<file path="config.mk">
export PLATFORM = sky130hd
export DESIGN_NAME = sonic_ranger
export DESIGN_NICKNAME = d
export VERILOG_FILES = /design/src/rtl/sonic_pkg.sv /design/src/rtl/sonic_ranger_echo_sync.sv /design/src/rtl/sonic_ranger.sv
export SDC_FILE = /design/constraint.sdc
export NUM_CORES = 1
export LEC_CHECK = 0
export BUFFER_PORTS_ARGS = -buffer_cell sky130_fd_sc_hd__buf_4
export CAP_MARGIN = 20
export CORE_AREA = 2 2 125 127
export CTS_BUF_LIST = sky130_fd_sc_hd__clkbuf_2
export DETAILED_ROUTE_END_ITERATION = 10
export DIE_AREA = 0 0 127 129
export PLACE_DENSITY = 0.59
export SETUP_SLACK_MARGIN = 0.1
export SYNTH_ARGS = -nofsm -noshare
export SYNTH_HDL_FRONTEND = slang
export SYNTH_SLANG_ARGS = --single-unit
</file>
<file path="constraint.sdc">
create_clock -name clk -period 7.5 [get_ports clk]
set_clock_uncertainty 0.1 [all_clocks]
set_input_delay 1.5 -clock clk [delete_from_list [all_inputs] [get_ports clk]]
set_output_delay 1.5 -clock clk [all_outputs]
set_load 0.02 [all_outputs]
</file>
<file path="src/rtl/sonic_pkg.sv">
// Shared definitions for the ultrasonic range-finder controller.
//   state_t   : measurement FSM states
//   DIST_NONE : distance word meaning "no echo / out of range"
//   DIST_MAX  : largest real distance; the accumulator saturates here
//   cnt_w()   : width of a counter that must hold 0..n-1
package sonic_pkg;

  typedef enum logic [2:0] {
    IDLE      = 3'd0,
    TRIG      = 3'd1,
    WAIT_ECHO = 3'd2,
    MEASURE   = 3'd3,
    DONE      = 3'd4
  } state_t;

  localparam logic [19:0] DIST_NONE = 20'hFFFFF;
  localparam logic [19:0] DIST_MAX  = 20'hFFFFE;

  // $clog2(n) bits hold n-1; keep at least one bit for tiny parameters.
  function automatic int cnt_w(input int n);
    return (n <= 2) ? 1 : $clog2(n);
  endfunction

endpackage

</file>
<file path="src/rtl/sonic_ranger_echo_sync.sv">
// echo_sync: brings the asynchronous sensor echo into the clk domain.
//   clk  : system clock
//   rst  : asynchronous active-low reset
//   echo : raw echo pin (asynchronous)
//   rise : one-cycle pulse, registered, after a synchronized 0->1 transition
//   fall : one-cycle pulse, registered, after a synchronized 1->0 transition
// The synchronized level lags the pin by 2 cycles; the edge pulses appear
// in the cycle after that.
module echo_sync (
  input  logic clk,
  input  logic rst,
  input  logic echo,
  output logic rise,
  output logic fall
);

  logic sync_1;
  logic sync_2;
  logic sync_prev;

  always_ff @(posedge clk or negedge rst) begin
    if (!rst) begin
      sync_1    <= 1'b0;
      sync_2    <= 1'b0;
      sync_prev <= 1'b0;
      rise      <= 1'b0;
      fall      <= 1'b0;
    end else begin
      sync_1    <= echo;
      sync_2    <= sync_1;
      sync_prev <= sync_2;
      rise      <= sync_2 & ~sync_prev;
      fall      <= ~sync_2 & sync_prev;
    end
  end

endmodule

</file>
<file path="src/rtl/sonic_ranger.sv">
// sonic_ranger: HC-SR04-style ultrasonic range-finder controller.
//   clk       : system clock
//   rst       : asynchronous active-low reset
//   en        : measurement enable; low keeps the block idle between runs
//   echo      : sensor echo pin (asynchronous)
//   trig      : sensor trigger pulse, TRIG_CYC cycles wide
//   distance  : last result in mm, DIST_NONE when no echo / out of range
//   valid     : one-cycle strobe when distance is written
//   timeout   : set by a timed-out measurement, cleared by a good one
//   dbg_state : current FSM state, for observation only
// Echo width is converted to mm by a modulo-CYC_PER_MM sub-counter that
// bumps a saturating accumulator on every wrap, so no divider is needed.
module sonic_ranger
  import sonic_pkg::*;
#(
  parameter int TRIG_CYC    = 1000,
  parameter int PERIOD_CYC  = 6_000_000,
  parameter int TIMEOUT_CYC = 2_500_000,
  parameter int CYC_PER_MM  = 580
) (
  input  logic        clk,
  input  logic        rst,
  input  logic        en,
  input  logic        echo,
  output logic        trig,
  output logic [19:0] distance,
  output logic        valid,
  output logic        timeout,
  output state_t      dbg_state
);

  localparam int TRIG_W = cnt_w(TRIG_CYC);
  localparam int PER_W  = cnt_w(PERIOD_CYC);
  localparam int TO_W   = cnt_w(TIMEOUT_CYC);
  localparam int MM_W   = cnt_w(CYC_PER_MM);

  localparam logic [TRIG_W-1:0] TRIG_LAST = TRIG_W'(TRIG_CYC - 1);
  localparam logic [PER_W-1:0]  PER_LAST  = PER_W'(PERIOD_CYC - 1);
  localparam logic [TO_W-1:0]   TO_LAST   = TO_W'(TIMEOUT_CYC - 1);
  localparam logic [MM_W-1:0]   MM_LAST   = MM_W'(CYC_PER_MM - 1);

  state_t state;
  state_t next_state;

  logic echo_rise;
  logic echo_fall;

  logic [PER_W-1:0]  per_cnt;
  logic [TRIG_W-1:0] trig_cnt;
  logic [TO_W-1:0]   to_cnt;
  logic [MM_W-1:0]   mm_cnt;
  logic [19:0]       acc;

  logic        to_hit;
  logic        mm_wrap;
  logic [19:0] acc_next;

  echo_sync u_echo_sync (
    .clk  (clk),
    .rst  (rst),
    .echo (echo),
    .rise (echo_rise),
    .fall (echo_fall)
  );

  assign to_hit   = ((state == WAIT_ECHO) || (state == MEASURE)) && (to_cnt == TO_LAST);
  assign mm_wrap  = (mm_cnt == MM_LAST);
  // Value the accumulator takes at the end of this MEASURE cycle; the final
  // cycle of the echo must be included in the published result.
  assign acc_next = (mm_wrap && (acc != DIST_MAX)) ? acc + 20'd1 : acc;

  // ---------------- FSM: state register ----------------
  always_ff @(posedge clk or negedge rst) begin
    if (!rst) state <= IDLE;
    else      state <= next_state;
  end

  // ---------------- FSM: next state ----------------
  // Timeout takes priority over an echo edge arriving in the same cycle.
  always_comb begin
    next_state = state;
    case (state)
      IDLE:      if (en && (per_cnt >= PER_LAST)) next_state = TRIG;
      TRIG:      if (trig_cnt == TRIG_LAST)       next_state = WAIT_ECHO;
      WAIT_ECHO: if (to_hit)                      next_state = IDLE;
                 else if (echo_rise)              next_state = MEASURE;
      MEASURE:   if (to_hit)                      next_state = IDLE;
                 else if (echo_fall)              next_state = DONE;
      DONE:                                       next_state = IDLE;
      default:                                    next_state = IDLE;
    endcase
  end

  // ---------------- FSM: outputs ----------------
  // trig is decoded from the state so an async reset drops it instantly.
  always_comb begin
    trig      = (state == TRIG);
    dbg_state = state;
  end

  // ---------------- counters ----------------
  always_ff @(posedge clk or negedge rst) begin
    if (!rst) begin
      per_cnt  <= '0;
      trig_cnt <= '0;
      to_cnt   <= '0;
      mm_cnt   <= '0;
      acc      <= '0;
    end else begin
      // Free-running period counter, restarted at each trigger start.
      if ((state == IDLE) && (next_state == TRIG)) per_cnt <= '0;
      else if (per_cnt != PER_LAST)                per_cnt <= per_cnt + 1'b1;

      if ((state == TRIG) && (trig_cnt != TRIG_LAST)) trig_cnt <= trig_cnt + 1'b1;
      else                                            trig_cnt <= '0;

      // Zero outside WAIT_ECHO/MEASURE, so it starts from 0 when TRIG ends.
      if ((state == WAIT_ECHO) || (state == MEASURE)) to_cnt <= to_cnt + 1'b1;
      else                                            to_cnt <= '0;

      if (state == WAIT_ECHO) begin
        mm_cnt <= '0;
        acc    <= '0;
      end else if (state == MEASURE) begin
        mm_cnt <= mm_wrap ? '0 : mm_cnt + 1'b1;
        acc    <= acc_next;
      end
    end
  end

  // ---------------- result registers ----------------
  always_ff @(posedge clk or negedge rst) begin
    if (!rst) begin
      distance <= '0;
      valid    <= 1'b0;
      timeout  <= 1'b0;
    end else begin
      valid <= 1'b0;
      if (to_hit) begin
        distance <= DIST_NONE;
        timeout  <= 1'b1;
        valid    <= 1'b1;
      end else if ((state == MEASURE) && (next_state == DONE)) begin
        distance <= acc_next;
        timeout  <= 1'b0;
        valid    <= 1'b1;
      end
    end
  end

endmodule

</file>
==> impl_metrics.json, run 1 <==
{
  "htreeDepth": 4,
  "syn_to_final_growth_pct": 10.70,
  "die_area_um2": 16380,
  "numCtsBuffers": 17,
  "setup_viol": 0,
  "final_nets": 674,
  "final_cell_mix": "115 x dfrtp_1, 94 x nor2_1, 54 x nand2_1, 39 x o21ai_0, 38 x xnor2_1",
  "critPathBufInv": 2,
  "syn-num-nets": 658,
  "async_flop_share": 1.000,
  "path_cells": "nand2_1 > inv_1 > buf_4",
  "crit_required_ps": 5900,
  "max-vdd-ir-drop_v": 0.0001116,
  "cts_resized": 0,
  "timing.rr.end": "distance[11]",
  "drive_gt1_frac": 0.1211,
  "start_util": 0.4023,
  "setup_slack_ps": 3949,
  "io_buffers": 29,
  "clockBufferDepth": 2,
  "crit_type": "flop to primary output",
  "final_common_cell": "dfrtp_1",
  "outcome": "finished, final reports clean",
  "synth-main-ff-cell": "dfrtp_1",
  "critPathCaptureType": "primary output",
  "post-route-util": 0.4453,
  "min_period_ps": 3551,
  "row_count": 45,
  "period_share": 0.4734,
  "cellPowerDensity_nw_per_um2": 167.4,
  "die_h_um": 129,
  "cts_setup_buffers": 0,
  "grt_max_degree": 71,
  "fin_cells": 866,
  "fmax_ghz": 0.2816,
  "dr.pass1.iters": 4,
  "grt_pass1_wl_um": 22200,
  "antenna_found_initial": 1,
  "synth_edf_count": 0,
  "hold_viol": 0,
  "place_ws_ps": 4486,
  "post-place-cells": 833,
  "critPathMaxFanout": 17,
  "reg2regPathDepth": 7,
  "reg2reg_from": "dbg_state[2]",
  "cts_hold_buffers": 0,
  "first_iter_violations": 277,
  "die_w_um": 127,
  "ys_ff_latch": 115,
  "hold-path-endpoint": "u_echo_sync.sync_2",
  "syn_area_um2": 6025,
  "synth.yosys.seq_area_share": 0.4777,
  "min_path_type": "flop to flop",
  "syn_area_per_cell_um2": 9.297,
  "cts_tree": "done",
  "ioPinCount": 30,
  "critical_path.slowest_cell": "dfrtp_1",
  "finalSetupTns_ps": 0,
  "dpl.hpwl_um": 8657,
  "yosysWarnings": 0,
  "syn_inst": 648,
  "synth_cell_types": 55,
  "maxCapViolCount": 0,
  "clkTransAtPathRegs_ps": 200,
  "hp-start": "u_echo_sync.sync_1",
  "vias": 4764,
  "root_buffer": "clkbuf_2",
  "hold_path_depth": 0,
  "wl_per_cell_um": 15.03,
  "postRouteAntennaNets": 0,
  "vias_per_cell": 5.501,
  "cts_sinks": 115,
  "cpPeakStageDelay_ps": 800,
  "grt.overflow.total": 0,
  "tightest_slew_ps": 993.1,
  "max-slew-margin-rel": 0.3355,
  "critical_path.top_delay_family": "flip-flops",
  "core_area_um2": 14980,
  "cp.arrival_ps": 1950,
  "routed_wirelength_um": 13020,
  "p_leak_nw": 2.617,
  "worstSetupStartpointType": "flop",
  "clock_latency_ps": 690,
  "maxSlewViolCount": 0,
  "drcViolationCount": 0,
  "gp_congestion": 0.8373,
  "grtUsageTotal": 0.1699,
  "rsz0062_at_grt": "false",
  "reg2reg_slack_ps": 4750,
  "grt_pass1_vias": 4584
}
-- cell type report --
class,count,area [um2]
multi-input combinational,482,2952
clock inverter,15,209.0
inverter,14,52.55
timing repair buffer,34,255.2
fill,1461,8308
clock buffer,17,85.08
sequential,115,2878
antenna,1,2.502
tap,188,235.2
-- cell usage after synthesis, drive strengths merged, types with 2 or more instances --
| library cell | count | area (um2) |
|---|---|---|
| a21oi | 28 | 140.1 |
| nor4 | 9 | 62.56 |
| o311ai | 3 | 26.28 |
| and4 | 6 | 52.55 |
| a21o | 2 | 15.01 |
| or3 | 20 | 130.1 |
| a2111oi | 7 | 123.9 |
| clkbuf | 32 | 120.1 |
| o41ai | 3 | 26.28 |
| a221o | 4 | 40.04 |
| and3 | 6 | 37.54 |
| dfrtp | 115 | 2878 |
| o21ai | 40 | 200.2 |
| nor2b | 7 | 43.79 |
| o31ai | 5 | 37.54 |
| a31oi | 8 | 50.05 |
| a211oi | 7 | 52.55 |
| nor2 | 94 | 352.8 |
| nand4 | 13 | 81.33 |
| ha | 6 | 75.07 |
| or2 | 4 | 25.02 |
| nand2 | 54 | 202.7 |
| nand4bb | 2 | 22.52 |
| xnor2 | 38 | 332.8 |
| nand3 | 35 | 175.2 |
| nor4bb | 2 | 20.02 |
| xor2 | 12 | 105.1 |
| inv | 14 | 52.55 |
| nor4b | 4 | 35.03 |
| and2 | 3 | 18.77 |
| nand2b | 2 | 12.51 |
| o211ai | 4 | 30.03 |
| or4 | 10 | 78.82 |
| mux2i | 14 | 140.1 |
| nor3 | 20 | 100.1 |
| buf | 5 | 32.53 |
-- sequential cells by signal, summed over array words and instances, names as in the netlist --
signal / count
acc: 20
dbg_state: 3
distance: 20
mm_cnt: 10
per_cnt: 23
timeout: 1
to_cnt: 22
trig_cnt: 10
u_echo_sync.fall: 1
u_echo_sync.rise: 1
u_echo_sync.sync_1: 1
u_echo_sync.sync_2: 1
u_echo_sync.sync_prev: 1
valid: 1
-- worst max-delay path by stage --
stage | slack (ps) | cells past startpoint | start | to
floorplan | 4970 | 3 | dbg_state[0] | trig
global placement | 4550 | 2 | rst | valid
detailed placement | 4490 | 2 | rst | distance[16]
CTS | 3860 | 3 | dbg_state[0] | trig
global route | 3680 | 3 | dbg_state[0] | trig
finish | 3950 | 3 | dbg_state[0] | trig
-- metrics by stage --
step / instance area, um2 / hold WS, ps / power [W]
after detailed placement: 6372 / 236.4 / 0.0006489
after global placement: 6372 / 233.0 / 0.0006482
final: 6669 / 270.8 / 0.001116
after CTS: 6666 / 275.6 / 0.001138
after floorplan: 6025 / 231.2 / 0.0006343
after global routing: 6669 / 285.3 / 0.001168
-- layer usage --
layer,global-route usage,routed length [um],vias up
met5,0,0,-
met4,0.07369,142,0
met3,0.04033,478,12
met2,0.2622,5966,77
met1,0.2301,6428,2325
li1,-,-,2350
-- power by group --
part           internal, W  leakage [nW]  switching, W
clock network     0.000222         0.161      0.000258
logic           0.00000163         0.888     0.0000120
registers         0.000622          1.57   0.000000652
-- kinds of logic after synthesis --
logic type               after synthesis  synth area share
AO/OA/AOI/OAI                        119            0.1362
XOR/XNOR                              50           0.07269
adder cells (fa/ha/maj)                6           0.01246
buffers and inverters                 51           0.03406
flip-flops                           115            0.4777
multiplexers                          14           0.02326
AND/OR/NAND/NOR                      293            0.2436
Power figures use the tool's default switching activity.
==> inputs of run 2 (changes only) <==
Settings changed: ABC_AREA set to 1, CORE_AREA 2 2 125 127 to 2 2 128 130, DIE_AREA 0 0 127 129 to 0 0 130 132.
Clock period 7.5 ns to 3.32 ns, I/O delays scaled along.
==> run 2 against run 1 <==
- clock power increased by 89%
- combinational power increased to 2.7 times the previous value
- critical path depth unchanged
- setup slack got worse by 3200 ps
- critical endpoint unchanged
- first-iteration DRC count increased by 0.36%
- count of clock-buffer cells in the layout increased by 1
- largest cell class unchanged
==> impl_metrics.json, run 2 <==
{
  "critPathBufInv": 2,
  "grt.overflow.total": 0,
  "cts_tree": "done",
  "maxCapViolCount": 0,
  "cts_setup_buffers": 0,
  "grt_pass1_wl_um": 23630,
  "numCtsBuffers": 17,
  "p_leak_nw": 3.070,
  "p_comb_frac": 0.016,
  "antenna_found_initial": 0,
  "p_int_w": 0.001758,
  "path_cells": "inv_1 > nor3_1 > buf_4",
  "htreeDepth": 4,
  "core_area_um2": 15710,
  "synth.most_common_cell": "nand2_1",
  "vias": 5187,
  "min_period_ps": 2560,
  "ioPinCount": 30,
  "netSwitchingFraction": 0.2526,
  "gp_congestion": 0.9186,
  "drcViolationCount": 0,
  "drive_gt1_frac": 0.1518,
  "row_count": 46,
  "critPathMaxFanout": 6,
  "max-vdd-ir-drop_v": 0.0002651,
  "total_power_w": 0.002352,
  "synth_edf_count": 0,
  "setup_viol": 0,
  "cts_sinks": 115,
  "clock_latency_ps": 690,
  "hold_viol": 0,
  "p_sw_w": 0.0005940,
  "grtUsageTotal": 0.1722,
  "root_buffer": "clkbuf_2",
  "die_w_um": 130,
  "outcome": "finished, final reports clean",
  "yosysWarnings": 0,
  "maxSlewViolCount": 0,
  "cellPowerDensity_nw_per_um2": 336.2,
  "diodes": 0,
  "clkTransAtPathRegs_ps": 190,
  "wl_per_cell_um": 12.58,
  "synth.area.top_cells": "dfrtp_1 46%, nand2_1 11%, nor2_1 7.7%",
  "grt_pass1_vias": 4945,
  "grt_max_degree": 41,
  "reg.largest.list": "per_cnt (23), to_cnt (22)",
  "clockBufferDepth": 2,
  "synth_top_area_frac": 0.4560,
  "dpl.hpwl_um": 9789,
  "first_iter_violations": 278,
  "fmax_ghz": 0.3907,
  "vias_per_cell": 4.807,
  "rsz0062_at_grt": "false",
  "syn-num-nets": 819,
  "critPathCaptureType": "primary output",
  "syn_to_final_growth_pct": 10.82,
  "min_path_type": "flop to flop",
  "routed_wirelength_um": 13570,
  "crit_required_ps": 2560,
  "crit_type": "flop to primary output",
  "syn_inst": 809,
  "final_nets": 860,
  "postRouteAntennaNets": 0,
  "worstSetupStartpointType": "flop",
  "cts_resized": 0,
  "cpPeakStageDelay_ps": 510,
  "reg2reg_from": "to_cnt[0]",
  "largest_reg_flops": 23,
  "synth-main-ff-cell": "dfrtp_1",
  "io_buffers": 29,
  "dr.pass1.iters": 5,
  "start_util": 0.4017,
  "critical_path.top_delay_family": "flip-flops",
  "multi_input_area_um2": 2960,
  "period_share": 0.7710,
  "yosys-top-cells-count": "193 x nand2_1, 130 x nor2_1, 115 x dfrtp_1",
  "syn_area_um2": 6311,
  "finalSetupTns_ps": 0,
  "syn_area_per_cell_um2": 7.801,
  "async_flop_share": 1.000,
  "synth_top_area_cell": "dfrtp_1",
  "regMostFlops": "per_cnt",
  "critical_path.slowest_cell": "dfrtp_1",
  "cp.arrival_ps": 1800,
  "hp-start": "u_echo_sync.sync_1",
  "power.clock.fraction": 0.386,
  "die_area_um2": 17160,
  "nFillCells": 1643,
  "synth_cell_types": 37,
  "final_cell_mix": "193 x nand2_1, 130 x nor2_1, 115 x dfrtp_1, 89 x inv_1, 38 x nand3_1",
  "regArea_um2": 2878,
  "seq_power_share": 0.598,
  "max-slew-margin-rel": 0.4697,
  "final_common_cell": "nand2_1",
  "critPathLaunch": "dbg_state[0]",
  "synth.yosys.seq_area_share": 0.4560,
  "tightest_slew_ps": 793.5,
  "die_h_um": 132,
  "ys_ff_latch": 115
}
==> run 2: changes by cell type in the layout (fill, tap and decap cells not counted), moves of 10 or more <==
cell,before,now
xor2_1,12,29
xnor2_1,38,6
nand2_4,0,10
nand2_1,54,193
o21ai_0,39,25
a21oi_2,0,17
nand2_2,0,14
or3_1,19,0
o21ai_2,0,10
nor2_1,94,130
inv_1,14,89
mux2i_1,14,0
==> run 2: logic make-up (layout without fill, tap and decap cells) <==
group	Yosys count	count (layout)	synth area share
fa+ha+maj	6	6	0.01190
compound gates	97	97	0.09814
xor+xnor	35	35	0.04857
buf+inv	111	165	0.07494
simple gates	445	445	0.3105
flops	115	115	0.4560
==> run 2: cell type report <==
type,instances,share of cell area
repair buffers,37,0.04222
inverters,96,0.05188
clock inverters,14,0.01968
flip-flops and latches,115,0.4114
multi-input cells,583,0.4233
well taps,216,0.03864
clock buffers,18,0.01288
==> run 2: power groups by stage <==
stage          clock network, W   logic [W]  registers (W)
4_1_cts                0.000948   0.0000404        0.00141
3_3_place_gp                  0   0.0000384        0.00143
3_5_place_dp                  0   0.0000385        0.00143
5_1_grt                 0.00101   0.0000452        0.00141
6_report               0.000908   0.0000372        0.00141
2_1_floorplan                 0  0.00000112        0.00143
==> run 2: per-stage QoR <==
step	area, um2	utilization	hold slack [ps]	instances	worst slack (ps)
5_1_grt	6994	0.4451	230.4	1079	609.5
6_report	6994	0.4451	249.2	1079	760.2
3_3_place_gp	6746	0.4294	234.0	1045	994.8
2_1_floorplan	6311	-	231.2	809	1404
4_1_cts	6994	0.4451	203.2	1079	712.3
3_5_place_dp	6746	0.4294	236.3	1045	936.7
==> run 2: routing by layer <==
metal  track usage  vias to the layer above  routed length, um
met5             0                        -                  0
met4       0.06452                        0                287
met3       0.04343                       23                506
met2        0.2752                       97               6303
met1        0.2247                     2404               6472
li1              -                     2663                  -
==> run 2: path summary, 6_finish.rpt <==
check                      slack [ps]                 end  cells past startpoint
hold reg to reg                   250  u_echo_sync.sync_2                      0
max in group asynchronous        2040         per_cnt[20]                      3
hold / removal                    250  u_echo_sync.sync_2                      0
setup / recovery                  760                trig                      3
min in group asynchronous         400         trig_cnt[1]                      2
setup reg to reg                  990        distance[14]                      9
==> run 2: what timing repair did <==
action	CTS	global route
endpoints found under the hold margin	38	0
setup endpoints to repair	0	0
hold buffers	2	0
==> inputs of run 3 (changes only) <==
Settings changed: PLACE_DENSITY 0.59 to 0.61.
Clock period 3.32 ns to 2.1 ns, I/O delays scaled along.
==> run 3 against run 2 <==
- final cell count increased by 1.9%
- clock power increased by 77%
- non-clock buffer count increased by 21
- first-iteration DRC count increased by 46%
- setup slack got worse by 660 ps
- flip-flop and latch count unchanged
- count of clock-buffer cells in the layout unchanged
- cell area increased by 5.6%
- routed wire length increased by 7.7%
- critical path depth decreased by 1
- power increased by 65%
- critical endpoint unchanged
==> impl_metrics.json, run 3 (synthesized netlist as in run 2, its figures left out) <==
{
  "outcome": "finished, final reports clean",
  "p_leak_nw": 3.201,
  "hold_ws_ps": 233.3,
  "tightest_slew_ps": 673.9,
  "crit_required_ps": 1580,
  "timing.rr.end": "dbg_state[1]",
  "dr.pass1.iters": 5,
  "vias_per_cell": 4.771,
  "final_common_cell": "nand2_1",
  "finalSetupTns_ps": 0,
  "grtUsageTotal": 0.1761,
  "p_sw_w": 0.0008945,
  "nFillCells": 1584,
  "gp_congestion": 0.8954,
  "cp.arrival_ps": 1480,
  "final_nets": 881,
  "setup_viol": 0,
  "maxSlewViolCount": 0,
  "netSwitchingFraction": 0.2301,
  "routed_wirelength_um": 14610,
  "min_path_type": "input pin to asynchronous set/reset pin",
  "antenna_found_initial": 1,
  "p_comb_frac": 0.015,
  "reg2regPathDepth": 10,
  "dpl.hpwl_um": 9870,
  "crit_type": "flop to primary output",
  "die_w_um": 130,
  "drive_gt1_frac": 0.1950,
  "cts_tree": "done",
  "seq_power_share": 0.572,
  "grt_pass1_wl_um": 24270,
  "place_area_um2": 6819,
  "min_period_ps": 1998,
  "row_count": 46,
  "clkTransAtPathRegs_ps": 180,
  "numCtsBuffers": 17,
  "max-slew-margin-rel": 0.5507,
  "period_share": 0.9513,
  "drcViolationCount": 0,
  "rsz0062_at_grt": "true",
  "die_area_um2": 17160,
  "root_buffer": "clkbuf_2",
  "largest_reg_flops": 23,
  "regMostFlops": "per_cnt",
  "start_util": 0.4017,
  "cellPowerDensity_nw_per_um2": 526.3,
  "syn_to_final_growth_pct": 17.01,
  "first_iter_violations": 406,
  "worstSetupStartpointType": "flop",
  "design_area_um2": 7385,
  "hold_viol": 0,
  "postRouteAntennaNets": 0,
  "maxCapViolCount": 0,
  "die_h_um": 132,
  "p_int_w": 0.002992,
  "max-vdd-ir-drop_v": 0.0003482,
  "critPathMaxFanout": 2,
  "io_buffers": 29,
  "htreeDepth": 4,
  "grt_pass1_vias": 5012,
  "critPathCaptureType": "primary output",
  "post-route-util": 0.4700,
  "clock_latency_ps": 670,
  "reg.largest.list": "per_cnt (23), to_cnt (22)",
  "fmax_ghz": 0.5006,
  "cts_sinks": 115,
  "critPathLaunch": "dbg_state[2]",
  "final_cell_mix": "191 x nand2_1, 126 x nor2_1, 109 x dfrtp_1, 88 x inv_1, 43 x buf_4",
  "ioPinCount": 30,
  "reg2reg_slack_ps": 200,
  "wl_per_cell_um": 13.28,
  "core_area_um2": 15710,
  "vias": 5248,
  "reg2reg_from": "to_cnt[0]",
  "grt.overflow.total": 0,
  "clockBufferDepth": 2,
  "power.clock.fraction": 0.413,
  "grt_max_degree": 116,
  "total_power_w": 0.003887,
  "crit_path_end": "trig"
}
[run 3: changes by cell type in the layout (fill, tap and decap cells not counted), sizes merged]
cell         previous run  this run
dlygate4sd3             2         3
buf                    35        53
bufinv                  2         4
inv                    97        95
clkinv                 10         7
diode                   0         2
clkbuf                 18        20
clkinvlp                1         2
[run 3: timing repair]
| action | CTS | global route |
|---|---|---|
| endpoints found under the setup margin | 1 | 63 |
| gates cloned | 0 | 3 |
| hold endpoints to repair | 117 | 0 |
| buffers inserted | 3 | 6 |
| resized for setup | 5 | 37 |
| hold buffers | 3 | 0 |
| pin swaps | 1 | 8 |
[run 3: power by group through the flow]
| stage | logic [W] | clock network, W | registers [W] |
|---|---|---|---|
| final | 0.0000567 | 0.00161 | 0.00222 |
| after global routing | 0.0000670 | 0.00176 | 0.00223 |
| after global placement | 0.0000567 | 0 | 0.00226 |
| after CTS | 0.0000612 | 0.00166 | 0.00222 |
| after floorplan | 0.00000176 | 0 | 0.00226 |
| after detailed placement | 0.0000569 | 0 | 0.00226 |
[run 3: metrics by stage]
stage          std cells  setup WS (ps)
2_1_floorplan        809          214.5
3_3_place_gp        1053          163.5
3_5_place_dp        1053          121.8
4_1_cts             1089          14.57
5_1_grt             1100         -27.78
6_report            1100          102.3
[run 3: how the worst min path moves through the flow]
| stage | slack, ps | endpoint | start |
|---|---|---|---|
| after CTS | 200 | u_echo_sync.sync_1 | echo |
| after global placement | 240 | u_echo_sync.sync_2 | u_echo_sync.sync_1 |
| final | 230 | per_cnt[11] | rst |
| after floorplan | 20 | acc[0] | rst |
| after detailed placement | 240 | u_echo_sync.sync_2 | u_echo_sync.sync_1 |
| after global routing | 200 | u_echo_sync.sync_1 | echo |
[run 3: routing by layer]
layer	vias to the layer above	routed length, um	track usage
li1	2713	-	-
met1	2453	7130	0.2461
met2	72	6850	0.2714
met3	10	498	0.03856
met4	0	128	0.05735
met5	-	0	0
[run 3: critical path: stages (launching register included)]
cell and delay, ps:
dfrtp_2 470, nor3_4 190, buf_6 140
[run 3: final cells by class]
cell class	count	area, um2	area share
Tap cell	216	270.3	0.03660
Multi-Input combinational cell	583	3060	0.4144
Clock buffer	18	90.09	0.01220
Sequential cell	115	2885	0.3907
Clock inverter	12	165.2	0.02237
Inverter	96	375.4	0.05083
Antenna cell	2	5.005	0.0006777
Timing Repair Buffer	58	533.0	0.07218
